===== config.mk =====
export PLATFORM = sky130hd
export DESIGN_NAME = sdram_arbiter
export DESIGN_NICKNAME = d
export VERILOG_FILES = /design/src/rtl/sdram_pkg.sv /design/src/rtl/sdram_ref_timer.sv /design/src/rtl/sdram_arbiter.sv
export SDC_FILE = /design/constraint.sdc
export NUM_CORES = 1
export LEC_CHECK = 0
export BUFFER_PORTS_ARGS = -buffer_cell sky130_fd_sc_hd__buf_2
export CORE_MARGIN = 2
export CORE_UTILIZATION = 42
export DETAILED_ROUTE_END_ITERATION = 10
export GPL_ROUTABILITY_DRIVEN = 0
export GPL_TIMING_DRIVEN = 0
export PLACE_DENSITY = 0.76
export SLEW_MARGIN = 25
export SYNTH_ARGS = -nofsm -noshare
export SYNTH_HDL_FRONTEND = slang
export SYNTH_SLANG_ARGS = --single-unit

===== constraint.sdc =====
create_clock -name clk -period 1.68 [get_ports clk]
set_clock_uncertainty 0.15 [all_clocks]
set_input_delay 0.168 -clock clk [delete_from_list [all_inputs] [get_ports clk]]
set_output_delay 0.168 -clock clk [all_outputs]
set_load 0.01 [all_outputs]

===== src/rtl/sdram_pkg.sv =====
// Shared SDRAM command encodings, controller state codes and fixed addresses
// used by the arbiter and the init/write/read sequencers.
package sdram_pkg;

    // Commands are {cs_n, ras_n, cas_n, we_n}.
    localparam logic [3:0] NOP      = 4'b0111;
    localparam logic [3:0] PRE      = 4'b0010;
    localparam logic [3:0] ACT      = 4'b0011;
    localparam logic [3:0] RD       = 4'b0101;
    localparam logic [3:0] WR       = 4'b0100;
    localparam logic [3:0] AREF_CMD = 4'b0001;

    // A10 high selects all banks for precharge.
    localparam logic [12:0] PRE_ALL_ADDR = 13'h0400;

    typedef enum logic [4:0] {
        IDLE  = 5'b0_0001,
        ARBIT = 5'b0_0010,
        AREF  = 5'b0_0100,
        WRITE = 5'b0_1000,
        READ  = 5'b1_0000
    } state_t;

endpackage


===== src/rtl/sdram_ref_timer.sv =====
// Periodic auto-refresh timer: free-runs while enabled and raises ref_pending
// on every wrap until the arbiter acknowledges it by entering AREF.
module sdram_ref_timer #(
    parameter int REF_PERIOD = 780
) (
    input  logic clk,
    input  logic rst_n,
    input  logic run,
    input  logic clear,
    output logic ref_pending
);

    localparam int W = $clog2(REF_PERIOD + 1);
    localparam logic [W-1:0] LAST = W'(REF_PERIOD - 1);

    logic [W-1:0] cnt;
    logic         wrap;

    assign wrap = run && (cnt == LAST);

    always_ff @(posedge clk or negedge rst_n) begin
        if (!rst_n) begin
            cnt <= '0;
        end else if (!run || wrap) begin
            cnt <= '0;
        end else begin
            cnt <= cnt + W'(1);
        end
    end

    // A wrap coinciding with the acknowledge wins so no refresh is dropped.
    always_ff @(posedge clk or negedge rst_n) begin
        if (!rst_n) begin
            ref_pending <= 1'b0;
        end else if (wrap) begin
            ref_pending <= 1'b1;
        end else if (clear) begin
            ref_pending <= 1'b0;
        end
    end

endmodule


===== src/rtl/sdram_arbiter.sv =====
// Central SDRAM command scheduler: owns the one-hot controller state, arbitrates
// init / auto-refresh / write / read and drives the registered SDRAM pins.
module sdram_arbiter
    import sdram_pkg::*;
#(
    parameter int REF_PERIOD = 780,
    parameter int AREF_LEN   = 8
) (
    input  logic        clk,
    input  logic        rst_n,
    input  logic        init_done,
    input  logic [3:0]  init_cmd,
    input  logic [12:0] init_addr,
    input  logic        wr_req,
    output logic        wr_en,
    input  logic        wr_end,
    input  logic [3:0]  wr_cmd,
    input  logic [12:0] wr_addr,
    input  logic        rd_req,
    output logic        rd_en,
    input  logic        rd_end,
    input  logic [3:0]  rd_cmd,
    input  logic [12:0] rd_addr,
    output logic [4:0]  state,
    output logic [3:0]  sdram_cmd,
    output logic [12:0] sdram_addr,
    output logic [1:0]  sdram_ba
);

    localparam logic [3:0] AREF_LAST = 4'(AREF_LEN - 1);

    state_t      state_q;
    state_t      state_next;
    logic        last_grant_read;
    logic        ref_pending;
    logic        ref_clear;
    logic [3:0]  aref_cnt;
    logic [3:0]  aref_cmd;
    logic [12:0] aref_addr;
    logic [3:0]  pin_cmd;
    logic [12:0] pin_addr;

    assign state    = state_q;
    assign sdram_ba = 2'b00;

    assign ref_clear = (state_next == AREF) && (state_q != AREF);

    sdram_ref_timer #(
        .REF_PERIOD(REF_PERIOD)
    ) u_ref_timer (
        .clk        (clk),
        .rst_n      (rst_n),
        .run        (state_q != IDLE),
        .clear      (ref_clear),
        .ref_pending(ref_pending)
    );

    always_ff @(posedge clk or negedge rst_n) begin
        if (!rst_n) begin
            state_q <= IDLE;
        end else begin
            state_q <= state_next;
        end
    end

    // Refresh beats bursts; simultaneous bursts alternate on last_grant.
    always_comb begin
        state_next = state_q;
        case (state_q)
            IDLE: begin
                if (init_done) state_next = ARBIT;
            end
            ARBIT: begin
                if (ref_pending)          state_next = AREF;
                else if (wr_req && rd_req) state_next = last_grant_read ? WRITE : READ;
                else if (wr_req)          state_next = WRITE;
                else if (rd_req)          state_next = READ;
            end
            AREF: begin
                if (aref_cnt == AREF_LAST) state_next = ARBIT;
            end
            WRITE: begin
                if (wr_end) state_next = ARBIT;
            end
            READ: begin
                if (rd_end) state_next = ARBIT;
            end
            default: state_next = IDLE;
        endcase
    end

    always_ff @(posedge clk or negedge rst_n) begin
        if (!rst_n) begin
            wr_en           <= 1'b0;
            rd_en           <= 1'b0;
            last_grant_read <= 1'b1;
        end else begin
            wr_en <= (state_next == WRITE) && (state_q != WRITE);
            rd_en <= (state_next == READ) && (state_q != READ);
            if ((state_next == WRITE) && (state_q != WRITE)) last_grant_read <= 1'b0;
            else if ((state_next == READ) && (state_q != READ)) last_grant_read <= 1'b1;
        end
    end

    always_ff @(posedge clk or negedge rst_n) begin
        if (!rst_n) begin
            aref_cnt <= '0;
        end else if (state_q == AREF) begin
            aref_cnt <= aref_cnt + 4'd1;
        end else begin
            aref_cnt <= '0;
        end
    end

    always_comb begin
        aref_cmd  = NOP;
        aref_addr = '0;
        if (aref_cnt == 4'd1) begin
            aref_cmd  = PRE;
            aref_addr = PRE_ALL_ADDR;
        end else if (aref_cnt == 4'd3) begin
            aref_cmd  = AREF_CMD;
        end
    end

    always_comb begin
        pin_cmd  = NOP;
        pin_addr = '0;
        case (state_q)
            IDLE: begin
                pin_cmd  = init_cmd;
                pin_addr = init_addr;
            end
            AREF: begin
                pin_cmd  = aref_cmd;
                pin_addr = aref_addr;
            end
            WRITE: begin
                pin_cmd  = wr_cmd;
                pin_addr = wr_addr;
            end
            READ: begin
                pin_cmd  = rd_cmd;
                pin_addr = rd_addr;
            end
            default: begin
                pin_cmd  = NOP;
                pin_addr = '0;
            end
        endcase
    end

    always_ff @(posedge clk or negedge rst_n) begin
        if (!rst_n) begin
            sdram_cmd  <= NOP;
            sdram_addr <= '0;
        end else begin
            sdram_cmd  <= pin_cmd;
            sdram_addr <= pin_addr;
        end
    end

endmodule


Yosys cells after proc, flatten, opt, wreduce, memory -nomap -nowiden
Index checks and enable logic that the tools add are counted.
{ "totals": {"output_inout_bits": 26, "inputBits": 58, "regBits": 40} }
{ "op_classes": {"addsub": 2, "n_reduce_logical": 9, "eq_ne": 16, "mux": 21} }
{ "ops": {"columns": ["cell", "n"], "rows": [
  ["13-bit case mux with 4 select lines", 1],
  ["5-bit two-way mux", 9],
  ["5-bit case mux with 5 select lines", 1],
  ["4-bit case mux with 4 select lines", 1],
  ["11-bit two-way mux", 1],
  ["10-bit by 1-bit adder with 10-bit output, second input constant", 1],
  ["10-bit == test, second input constant", 1],
  ["5-bit by 3-bit == test with 1-bit output, second input constant", 2],
  ["5-bit by 4-bit == test with 1-bit output, second input constant", 2],
  ["5-bit == test, second input constant", 2],
  ["10-bit two-way mux", 1],
  ["3-bit two-way mux", 2],
  ["5-bit by 1-bit == test with 1-bit output, second input constant", 1],
  ["5-bit by 2-bit == test with 1-bit output, second input constant", 1],
  ["1-bit logical AND", 5],
  ["5-bit by 1-bit inequality test with 1-bit output, second input constant", 1],
  ["5-bit by 3-bit inequality test with 1-bit output, second input constant", 1],
  ["5-bit by 4-bit inequality test with 1-bit output, second input constant", 1],
  ["5-bit inequality test, second input constant", 1],
  ["4-bit by 1-bit adder with 4-bit output, second input constant", 1],
  ["4-bit by 1-bit == test with 1-bit output, second input constant", 1],
  ["4-bit by 2-bit == test with 1-bit output, second input constant", 1],
  ["4-bit by 3-bit == test with 1-bit output, second input constant", 1],
  ["1-bit two-way mux", 4],
  ["4 further kinds", 5]
]} }

Logic depth before layout (Yosys ltp)
{ "logic_depth": {"depth_word": 9, "depth_mapped": 7, "ltp_nobuf": 5} }

Hierarchy
A second synthesis with hierarchy kept.
{ "unflattened": {"cells_unflattened": 191, "area_unflattened_um2": 1994.4} }
{ "modules_own_cells": {"columns": ["mod", "instances", "cells_per_inst", "area_each_um2", "seq_area_each_um2"], "rows": [
  ["sdram_arbiter", 1, 139, 1443.9, 732.0],
  ["sdram_ref_timer", 1, 52, 550.5, 275.3]
]} }

Worst setup path after synthesis
OpenSTA, ideal clock, no wires.
{ "synth_timing": {"kind": "reg2reg", "startpoint": "register state_q[3] (netlist: state[3])", "endpoint": "register last_grant_read", "stages_incl_launch_ff": 6, "setup_slack_ps": -222, "arrival_ps": 1675, "path_buffers": 1, "synth_period_minus_slack_ps": 1902, "t_required_ps": 1452, "cell_sequence": "dfrtp_1 -> buf_6 -> or4b_4 -> or3_4 -> a21oi_4 -> o21ba_1"} }
{ "synth_between": {"elab_chain_cells": 8} }
{ "synth_lines": {"columns": ["item", "line", "rtl"], "rows": [
  ["start: declaration", "sdram_arbiter.sv:32", "state_t state_q;"],
  ["start signal: assignment", "sdram_arbiter.sv:62", "state_q <= state_next;"],
  ["5-bit two-way mux", "sdram_arbiter.sv:77", "else if (rd_req) state_next = READ;"],
  ["5-bit two-way mux", "sdram_arbiter.sv:76", "else if (wr_req) state_next = WRITE;"],
  ["5-bit two-way mux", "sdram_arbiter.sv:75", "else if (wr_req && rd_req) state_next = last_grant_read ? WRITE : READ;"],
  ["5-bit two-way mux", "sdram_arbiter.sv:74", "if (ref_pending) state_next = AREF;"],
  ["5-bit case mux with 5 select lines", "sdram_arbiter.sv:69", "case (state_q)"],
  ["5-bit by 4-bit == test with 1-bit output or 5-bit == test (tied branches)", "sdram_arbiter.sv:100, sdram_arbiter.sv:101", null],
  ["1-bit logical AND (on tied branches)", "sdram_arbiter.sv:100, sdram_arbiter.sv:101", null],
  ["1-bit two-way mux or 2-bit nonzero test (tied branches)", null, null],
  ["end signal: assignment", "sdram_arbiter.sv:96", "last_grant_read <= 1'b1;"],
  ["end signal: assignment", "sdram_arbiter.sv:100", "if ((state_next == WRITE) && (state_q != WRITE)) last_grant_read <= 1'b0;"],
  ["end signal: assignment", "sdram_arbiter.sv:101", "else if ((state_next == READ) && (state_q != READ)) last_grant_read <= 1'b1;"],
  ["end: declaration", "sdram_arbiter.sv:34", "logic last_grant_read;"]
]} }
Parallel ways exist; a longest one is shown, timed or not.
A chain may end at the register's enable or synchronous reset.

Worst setup path in the final report
{ "layout_timing": {"startpoint": "register state_q[2] (netlist: state[2])", "endpoint": "register state_q[1] (netlist: state[1])"} }
{ "layout_between": {"elab_chain_cells": 2} }
{ "layout_lines": {"columns": ["item", "line", "rtl"], "rows": [
  ["5-bit == test (tied with other cells)", "sdram_arbiter.sv:69", null],
  ["5-bit case mux with 5 select lines *", "sdram_arbiter.sv:69", null],
  ["net state_next[1]", "sdram_arbiter.sv:33", "state_t state_next;"]
]} }
The timed path passes the listed nets; every way through them passes the cells marked *.

==> PnR_summary.wiki <==
{| class="wikitable"
! Metric !! Value
|-
| Run status || finished, violations left
|-
| Violations in the final reports || negative setup slack
|-
| Most common cell after layout, fill and taps aside || sky130_fd_sc_hd__buf_2
|-
| Worst r2r src || state[2]
|-
| Critical path class || flop to flop
|-
| Final core utilization || 79.7%
|-
| Path type of the worst min-delay path || primary input to flop
|-
| Global-route usage over all layers || 25.8%
|-
| Total clock buffers created by CTS || 5
|-
| Count of clock tree sinks || 40
|-
| Number of distinct library cell variants in the gate-level netlist after synthesis || 42
|-
| Area of all placed cells without fillers || 3470 µm²
|-
| Drt first-iter violations || 426
|-
| Cell type contributing the most total cell area after synthesis || sky130_fd_sc_hd__dfrtp_1
|-
| Final Max Tran Viols || 0
|-
| CTS tree || yes
|-
| Post-layout minimum cycle time || 1.99 ns
|-
| Core area || 4350 µm²
|-
| Most frequent cells in the layout || 81 x sky130_fd_sc_hd__buf_2, 55 x sky130_fd_sc_hd__dlygate4sd3_1, 32 x sky130_fd_sc_hd__dfrtp_1, 23 x sky130_fd_sc_hd__buf_4, 16 x sky130_fd_sc_hd__inv_1
|-
| Slew at the pin closest to its max-slew limit || 0.901 ns
|-
| Worst slew margin relative to its limit || 39.9%
|-
| Fin worst setup slack || -0.313 ns
|-
| Detailed-router iteration count before antenna repair || 6
|-
| Start point of the worst min-delay path || rd_end
|-
| Critical path data arrival time || 2.04 ns
|-
| Reported max-cap violation count || 0
|-
| Leak pwr || 1.76 nW
|-
| P&R area growth vs syn || 82.6%
|-
| Mean instance size in the synthesized netlist || 10.6 µm²
|-
| Detail-routed net length per standard cell || 23.0 µm
|-
| Final number of hold-violating endpoints || 0
|-
| Post-detailed-route count of antenna-violating nets || 0
|-
| CP Max Fanout || 7
|-
| Critical Path Slowest Stage Cell || sky130_fd_sc_hd__or4b_4
|-
| Slowest Stage Delay on Critical Path || 0.51 ns
|-
| Max IR drop VDD || 0.000510 V
|-
| Vias per inst || 6.04
|-
| Worst skew pair latency || 0.31 ns
|-
| Crit path capture type || flop
|-
| Layout net count || 411
|-
| Flops & latches, synth || 40
|-
| Number of port buffers || 81
|-
| Maximum number of pins on one net before global-route repair || 41
|-
| Level count of the clock H-tree || 2
|-
| Fraction of final layout cells with drive strength greater than 1 || 47.9%
|-
| Die Y || 71.3 µm
|-
| Number of global-route vias before repair || 2,089
|-
| Share of the yosys chip area belonging to registers || 53.0%
|-
| First-pass GRT wire length || 10,000 µm
|-
| Post-Syn Instances || 179
|-
| Highest Clock Rate || 0.502 GHz
|-
| List of cells traversed by the critical path || or4b_4 > or3_4 > o311ai_2
|-
| Count of final setup violators || 36
|-
| Detailed placer's ending HPWL || 3280 µm
|-
| Starting density of the core || 43.6%
|-
| Antenna violations before repair || 1
|-
| Die footprint || 5080 µm²
|-
| Category of the worst setup path launch point || flop
|-
| Max clock buf depth || 2
|-
| Cell at the root of the clock tree || sky130_fd_sc_hd__clkbuf_8
|-
| Area of the mapped netlist || 1900 µm²
|-
| Post-route fraction of the period consumed by the critical path || 119%
|-
| Crit path max-delay family || simple AND/OR/NAND/NOR gates
|-
| Worst setup path startpoint || state[2]
|-
| Placed standard-cell area || 2400 µm²
|-
| Routed via count || 2,441
|-
| Unrepaired setup endpoints after global routing || yes
|-
| Data required time of the critical path || 1.72 ns
|-
| PwrDens || 1230 nW/µm²
|-
| Post-synth top area share || 46.1%
|-
| Die outline width || 71.3 µm
|-
| Total routed wirelength || 9270 µm
|-
| CTS clk-pin slew, worst paths || 0.08 ns
|-
| I/O pin total || 84
|-
| Crit path buffers/inverters || 0
|-
| Most area-consuming cells after synthesis || sky130_fd_sc_hd__dfrtp_1 46%, sky130_fd_sc_hd__dfstp_2 6.9%, sky130_fd_sc_hd__a222oi_1 6.8%, sky130_fd_sc_hd__nor2_1 4.3%, sky130_fd_sc_hd__xor2_1 3.7%
|-
| Cell row count || 24
|-
| Number of warning messages in the yosys log || 0
|-
| Residual DRC count || 0
|-
| Global-route congestion overflow total || 0
|}
## worst paths after layout
check                                end  slack [ns]  depth (start not counted)
max in group asynchronous       state[1]        0.37                          2
min in group asynchronous  sdram_addr[4]        0.37                          2
setup / recovery                state[1]       -0.31                          3
setup reg to reg                state[1]       -0.31                          3
hold reg to reg              aref_cnt[0]        0.40                          1
hold / removal                  state[4]        0.01                          3
## worst reg2reg max path, delay by kind of cell (launching register included)
family,cells,cell delay [ns]
AOI/OAI and AO/OA,1,0.30
and+or+nand+nor,2,0.97
DFF,1,0.48
## synthesized netlist by cell type
cell type,number
sky130_fd_sc_hd__a21o_1,1
sky130_fd_sc_hd__a21oi_1,2
sky130_fd_sc_hd__a21oi_4,1
sky130_fd_sc_hd__a221o_1,1
sky130_fd_sc_hd__a221oi_1,1
sky130_fd_sc_hd__a222oi_1,13
sky130_fd_sc_hd__a22oi_1,6
sky130_fd_sc_hd__a2bb2oi_1,1
sky130_fd_sc_hd__and3_1,4
sky130_fd_sc_hd__and3_2,1
sky130_fd_sc_hd__and3b_1,1
sky130_fd_sc_hd__and4_1,1
sky130_fd_sc_hd__buf_1,1
sky130_fd_sc_hd__buf_2,4
sky130_fd_sc_hd__buf_4,2
sky130_fd_sc_hd__buf_6,1
sky130_fd_sc_hd__clkbuf_1,4
sky130_fd_sc_hd__conb_1,1
sky130_fd_sc_hd__dfrtp_1,35
sky130_fd_sc_hd__dfstp_2,5
sky130_fd_sc_hd__ha_1,3
sky130_fd_sc_hd__inv_1,16
sky130_fd_sc_hd__mux2_2,1
sky130_fd_sc_hd__nand2_1,9
sky130_fd_sc_hd__nand2b_1,1
sky130_fd_sc_hd__nand3_1,7
sky130_fd_sc_hd__nand4_1,5
sky130_fd_sc_hd__nor2_1,22
sky130_fd_sc_hd__nor2b_1,3
sky130_fd_sc_hd__nor4_2,1
sky130_fd_sc_hd__o21ai_0,3
sky130_fd_sc_hd__o21ba_1,1
sky130_fd_sc_hd__o21bai_1,1
sky130_fd_sc_hd__o22a_1,1
sky130_fd_sc_hd__o2bb2ai_1,1
sky130_fd_sc_hd__o311ai_1,1
sky130_fd_sc_hd__or3_1,2
sky130_fd_sc_hd__or3_4,1
sky130_fd_sc_hd__or4_1,1
sky130_fd_sc_hd__or4b_4,1
sky130_fd_sc_hd__xnor2_1,4
sky130_fd_sc_hd__xor2_1,8
## flip-flops by register name (all words and copies together), names as in the netlist
register / cells
sdram_addr: 13
u_ref_timer.cnt: 10
state: 5
aref_cnt: 4
sdram_cmd: 4
last_grant_read: 1
rd_en: 1
u_ref_timer.ref_pending: 1
wr_en: 1
## cells by family (layout without fill, tap and decap cells)
family / count (synthesis) / in the layout / synth area share, %
XOR/XNOR: 12 / 12 / 5.53
flip-flops: 40 / 40 / 53.0
AO/OA/AOI/OAI: 34 / 34 / 15.5
buffers and inverters: 28 / 199 / 6.58
AND/OR/NAND/NOR: 60 / 60 / 16.6
other: 1 / 3 / 0.197
multiplexers: 1 / 1 / 0.592
adder cells (fa/ha/maj): 3 / 3 / 1.98
## layout make-up
class	instances	area (µm²)
antenna	1	2.50
buffer	8	88.8
clock buffer	6	82.6
clock inverter	2	10.0
fill	198	883
inverter	16	60.1
multi-input combinational	112	911
sequential	40	1010
tap	52	65.1
timing repair buffer	167	1240
## routing by layer
layer | GRT usage (%) | up-vias | share of wire, %
li1 | - | 979 | -
met1 | 29.6 | 1148 | 36
met2 | 45.5 | 242 | 45
met3 | 4.64 | 72 | 11
met4 | 13.8 | 0 | 7.3
met5 | 0 | - | 0
## what timing repair did
item | CTS | global route
setup buffers | 4 | 23
cloned | 1 | 3
pin swaps | 8 | 16
hold buffers | 55 | 0
endpoints found under the hold margin | 55 | 0
resized for setup | 17 | 47
setup endpoints to repair | 34 | 35
## per-stage QoR
stage                     cells  power, W  hold WS [ns]  setup TNS (ns)  setup WS [ns]
final                       404   0.00426        0.0147           -5.70         -0.313
after global routing        404   0.00439        0.0243           -7.11         -0.325
after CTS                   379   0.00347       0.00843           -2.89         -0.227
after detailed placement    313   0.00253         0.180           -4.34         -0.227
after global placement      313   0.00251         0.171           -3.76         -0.226
after floorplan             180   0.00209        -0.278          -0.824         -0.222
## where the power goes
part	switching (W)	internal (W)	total, W
Sequential	0.000185	0.00126	0.00144
Clock	0.000375	0.000329	0.000703
Combinational	0.00110	0.00101	0.00211
(Power assumes the default switching activity.)
